`src/rtl/gpio_test_monitor_pkg.sv`:
```
// gpio_test_monitor_pkg: shared FSM encodings and default firmware signatures
package gpio_test_monitor_pkg;
    typedef enum logic [2:0] {
        ST_ARM     = 3'd0,
        ST_RUN     = 3'd1,
        ST_PASS    = 3'd2,
        ST_FAIL    = 3'd3,
        ST_TIMEOUT = 3'd4
    } state_t;
    localparam logic [7:0] DEF_PASS_CODE = 8'hA5;
    localparam logic [7:0] DEF_FAIL_CODE = 8'hE0;
endpackage

```
`src/rtl/gpio_test_monitor_sat_counter.sv`:
```
// sat_counter: up counter saturating at MAX; clr loads 0, or 1 when inc is also high
// Ports: clk, reset (async, active-high), clr, inc, value
module sat_counter #(
    parameter int WIDTH = 8,
    parameter int MAX   = 255
) (
    input  logic             clk,
    input  logic             reset,
    input  logic             clr,
    input  logic             inc,
    output logic [WIDTH-1:0] value
);
    localparam logic [WIDTH-1:0] TOP = WIDTH'(MAX);
    always_ff @(posedge clk or posedge reset) begin
        if (reset) value <= '0;
        else if (clr) value <= WIDTH'(inc);
        else if (inc && value < TOP) value <= value + WIDTH'(1);
    end
endmodule

```
`src/rtl/gpio_test_monitor.sv`:
```
// gpio_test_monitor: watches gpio for stable pass/fail signatures under a RUN-cycle budget
// Ports: clk, reset (async, active-high), gpio (observed bus), enable (budget advances),
//        state/done/pass/fail/timeout (registered status), cycle_count, change_count
module gpio_test_monitor
    import gpio_test_monitor_pkg::*;
#(
    parameter int                    GPIO_WIDTH    = 8,
    parameter int                    CNT_WIDTH     = 32,
    parameter int                    MAX_CYCLES    = 1000,
    parameter int                    ARM_DELAY     = 4,
    parameter int                    STABLE_CYCLES = 2,
    parameter logic [GPIO_WIDTH-1:0] PASS_CODE     = GPIO_WIDTH'(DEF_PASS_CODE),
    parameter logic [GPIO_WIDTH-1:0] FAIL_CODE     = GPIO_WIDTH'(DEF_FAIL_CODE)
) (
    input  logic                  clk,
    input  logic                  reset,
    input  logic [GPIO_WIDTH-1:0] gpio,
    input  logic                  enable,
    output logic [2:0]            state,
    output logic                  done,
    output logic                  pass,
    output logic                  fail,
    output logic                  timeout,
    output logic [CNT_WIDTH-1:0]  cycle_count,
    output logic [15:0]           change_count
);
    localparam int SW = $clog2(STABLE_CYCLES + 1);
    // +2 keeps the arm counter at least one bit wide when ARM_DELAY is 0
    localparam int AW = $clog2(ARM_DELAY + 2);
    state_t                st;
    logic [GPIO_WIDTH-1:0] gpio_q;
    logic [SW-1:0]         stable_cnt;
    logic [AW-1:0]         arm_cnt;
    logic                  changed, in_run, held, hit_pass, hit_fail, expire;
    assign changed  = gpio != gpio_q;
    assign in_run   = st == ST_RUN;
    assign held     = stable_cnt >= SW'(STABLE_CYCLES);
    assign hit_pass = held && gpio_q == PASS_CODE;
    assign hit_fail = held && gpio_q == FAIL_CODE;
    assign expire   = enable && cycle_count == CNT_WIDTH'(MAX_CYCLES - 1);
    assign state    = st;
    // the expiry edge itself also counts, landing cycle_count on MAX_CYCLES
    sat_counter #(.WIDTH(CNT_WIDTH), .MAX(MAX_CYCLES)) u_cycle (
        .clk(clk), .reset(reset), .clr(1'b0),
        .inc(in_run && enable && !hit_pass && !hit_fail), .value(cycle_count)
    );
    sat_counter #(.WIDTH(16), .MAX(16'hFFFF)) u_change (
        .clk(clk), .reset(reset), .clr(1'b0), .inc(in_run && changed), .value(change_count)
    );
    // a fresh value restarts the run length at 1 (clr with inc)
    sat_counter #(.WIDTH(SW), .MAX(STABLE_CYCLES)) u_stable (
        .clk(clk), .reset(reset), .clr(changed), .inc(1'b1), .value(stable_cnt)
    );
    sat_counter #(.WIDTH(AW), .MAX(ARM_DELAY)) u_arm (
        .clk(clk), .reset(reset), .clr(1'b0), .inc(st == ST_ARM), .value(arm_cnt)
    );
    always_ff @(posedge clk or posedge reset) begin
        if (reset) begin
            st      <= ST_ARM;
            gpio_q  <= '0;
            done    <= 1'b0;
            pass    <= 1'b0;
            fail    <= 1'b0;
            timeout <= 1'b0;
        end else begin
            gpio_q <= gpio;
            case (st)
                ST_ARM: if (arm_cnt == AW'(ARM_DELAY)) st <= ST_RUN;
                ST_RUN:
                    if (hit_pass) begin
                        st   <= ST_PASS;
                        pass <= 1'b1;
                        done <= 1'b1;
                    end else if (hit_fail) begin
                        st   <= ST_FAIL;
                        fail <= 1'b1;
                        done <= 1'b1;
                    end else if (expire) begin
                        st      <= ST_TIMEOUT;
                        timeout <= 1'b1;
                        done    <= 1'b1;
                    end
                default: ;
            endcase
        end
    end
endmodule

```
`config.mk`:
```
export PLATFORM = sky130hd
export DESIGN_NAME = gpio_test_monitor
export DESIGN_NICKNAME = d
export VERILOG_FILES = /design/src/rtl/gpio_test_monitor_pkg.sv /design/src/rtl/gpio_test_monitor_sat_counter.sv /design/src/rtl/gpio_test_monitor.sv
export SDC_FILE = /design/constraint.sdc
export NUM_CORES = 1
export LEC_CHECK = 0
export ABC_AREA = 1
export BUFFER_PORTS_ARGS = -buffer_cell sky130_fd_sc_hd__buf_2
export CAP_MARGIN = 15
export CELL_PAD_IN_SITES_DETAIL_PLACEMENT = 1
export CELL_PAD_IN_SITES_GLOBAL_PLACEMENT = 1
export CORE_MARGIN = 4
export CORE_UTILIZATION = 37
export CTS_BUF_LIST = sky130_fd_sc_hd__clkbuf_4 sky130_fd_sc_hd__clkbuf_8 sky130_fd_sc_hd__clkbuf_16
export DETAILED_ROUTE_END_ITERATION = 8
export MAX_ROUTING_LAYER = met4
export PLACE_DENSITY_LB_ADDON = 0.1
export SLEW_MARGIN = 20
export SYNTH_ARGS = -nofsm -noshare
export SYNTH_HDL_FRONTEND = slang
export SYNTH_SLANG_ARGS = --single-unit
```
`constraint.sdc`:
```
create_clock -name clk -period 2 [get_ports clk]
set_clock_uncertainty 0.1 [all_clocks]
set_input_delay 0.2 -clock clk [delete_from_list [all_inputs] [get_ports clk]]
set_output_delay 0.2 -clock clk [all_outputs]
set_load 0.05 [all_outputs]
```
==> flow_summary.ini <==
[floorplanning]
coreArea_sq_mm = 0.00872
ios = 66
die_w_um = 103
start_util = 0.381
row_count = 34
die_area_sq_mm = 0.0106
die_h_um = 103

[logic_synthesis]
ys_ff_latch = 68
synthCells = 400
synthDistinctLibCells = 26
synthesis.area_sq_mm = 0.00332
synth_nets = 416
synth.top_cell.area_share = 0.512
yosysTopAreaCell = dfrtp_1
syn_area_per_cell_sq_um = 8.30
synth-seq-area-share = 0.512
yosysWarnings = 0
synth.area.top_cells = dfrtp_1, nand2_1, nand3_1, inv_1, nor2_1

[clock_tree]
clk_path_buf_depth = 2
clk_latency_ns = 0.34
cts.sink_count = 68
cts_root_buffer = clkbuf_8
path_clk_slew_ns = 0.08
cts_tree = done
cts_htree_levels = 3
cts_setup_buffers = 0
numCtsBuffers = 9

[detailed_routing]
drt_iter0_drc = 85
first_pass_iters = 4
wire_per_inst_um = 14.0
via_per_inst = 4.67
ant_nets = 0
drc = 0
vias = 2712
wl_um = 8150

[global_routing]
grt_pass1_vias = 2688
grt_max_degree = 25
grt-ovfl-total = 0
grt_pass1_wl_um = 13300
antenna_found_initial = 0
grt_usage = 0.165

[power_and_ir_drop]
power.density_mw_per_mm2 = 655
ir_worst_vdd_uv = 503
p_leak_nw = 2.21

[sta]
maxSlewHeadroom = 0.606
slew_viol_final = 0
fmax_mhz = 554
final.setup.tns_ns = 0
rsz0062_at_grt = false
worst_pin_slew_ns = 0.586
setup_viol_count_final = 0
hold_violations = 0
fin_crit_sh = 0.902
period_minus_slack_ns = 1.80

[placement]
gp_congestion = 0.803
dpl.hpwl_um = 6120
io_buffers = 65
dpl_cell_area_sq_mm = 0.00374

[setup_path]
cpMaxStageDelayCell = dfrtp_2
reg2reg_slack_ns = 0.20
cp_top_family = flip-flops
worstPathRequired_ns = 2.13
timing.rr.end = u_change.value[11]$_DFFE_PP0P_
reg2regPathDepth = 8
reg2reg_from = u_change.value[0]$_DFFE_PP0P_
crit_buf_inv = 2
worstPathCellList = ha_1, inv_2, nor2_4, nand3_2, o21a_1, buf_4, nand3_1, nand2_1
cp_max_fo = 7
start_kind = register
critPathCaptureType = register
path_class = register to register
critPathLaunch = u_change.value[0]$_DFFE_PP0P_
slowest_delay_ns = 0.42
cp.arrival_ns = 1.93

[worst_hold_path]
holdPathStages = 0
hold_class = register to register
hold_end = u_cycle.value[25]$_DFFE_PP0P_
min_from = u_cycle.value[25]$_DFFE_PP0P_

[finish]
layout_commonest_cell = nand2_1
fin_area_sq_mm = 0.00403
final_cell_mix = nand2_1, dfrtp_1, buf_2, inv_1, nand3_1
nets = 484
syn2layout_area_growth_pct = 21.3
antennaDiodeCount = 0
nFillCells = 1060
drive_gt1_frac = 0.220

[run]
max_cap_violations = 0

[status]
status = finished, final reports clean
-- worst max-delay path by stage --
stage | endpoint | slack (ns) | depth (start not counted)
after floorplan | u_change.value[12]$_DFFE_PP0P_ | 0.1 | 9
after global placement | u_change.value[15]$_DFFE_PP0P_ | 0.20 | 8
after detailed placement | u_change.value[15]$_DFFE_PP0P_ | 0.23 | 8
after CTS | u_change.value[15]$_DFFE_PP0P_ | 0.19 | 8
after global routing | u_change.value[4]$_DFFE_PP0P_ | 0.07 | 10
final | u_change.value[11]$_DFFE_PP0P_ | 0.20 | 8
-- layer usage --
metal  wire, um  vias to the layer above  part of all wire  track usage
li1           -                     1369                 -            -
met1       4110                     1285              0.50        0.233
met2       3620                       49              0.44        0.245
met3        332                        9             0.041       0.0318
met4         85                        0             0.010       0.0448
met5          0                        -                 0            -
-- area by class of cell --
cell class              instances  area, sq um  area share
repair buffers                 86          505       0.125
clock buffers                   9          124      0.0307
well taps                     108          135      0.0335
clock inverters                 7         75.1      0.0186
flip-flops and latches         68         1700       0.423
multi-input cells             257         1310       0.325
inverters                      46          176      0.0438
-- cells by family after synthesis --
family          after synthesis  synth area share
xor+xnor                     27            0.0712
flops                        68             0.512
compound gates                7            0.0136
simple gates                218             0.290
buf+inv                      75            0.0942
fa+ha+maj                     5            0.0188
-- state kept, by name (all words and copies together), names as in the netlist --
| signal | flops |
|---|---|
| done | 1 |
| u_cycle.value | 32 |
| u_stable.value | 2 |
| u_change.value | 16 |
| pass | 1 |
| fail | 1 |
| gpio_q | 8 |
| state | 3 |
| u_arm.value | 3 |
| timeout | 1 |
-- repair_timing --
action                                 CTS  global route
gates resized for setup                  0             1
hold buffers                             9             0
endpoints found under the hold margin   29             0
setup endpoints to repair                0             1
-- metrics by stage --
stage | worst slack, ns | std cells | hold WS [ns] | total power [mW] | util
floorplan | 0.0968 | 400 | 0.131 | 1.46 | -
global placement | 0.204 | 556 | 0.173 | 1.49 | 0.429
detailed placement | 0.226 | 556 | 0.173 | 1.50 | 0.429
CTS | 0.194 | 581 | 0.306 | 2.67 | 0.462
global route | 0.0677 | 581 | 0.311 | 2.76 | 0.462
finish | 0.196 | 581 | 0.300 | 2.64 | 0.462
-- power by group --
group	switching (mW)	internal (mW)
combinational	0.0526	0.0363
clock	0.580	0.583
sequential	0.00799	1.38
total	0.641	2.00
-- cells in the mapped netlist (all sizes together) --
master,instances
nand2,114
ha,5
nor3,5
nand3b,5
or2,1
nand4,10
nor2,41
and2,1
inv,46
o21a,1
o21ai,1
clkbuf,22
nand3,41
a21oi,2
xnor2,11
o21bai,3
buf,7
dfrtp,68
xor2,16
-- worst reg2reg max path, cell delays in order, from the launching register on --
cell and delay (ns):
dfrtp_2 0.42, ha_1 0.20, inv_2 0.05, nor2_4 0.15
nand3_2 0.11, o21a_1 0.31, buf_4 0.22, nand3_1 0.08
nand2_1 0.05
No activity file was read; power rests on OpenSTA's default activity.
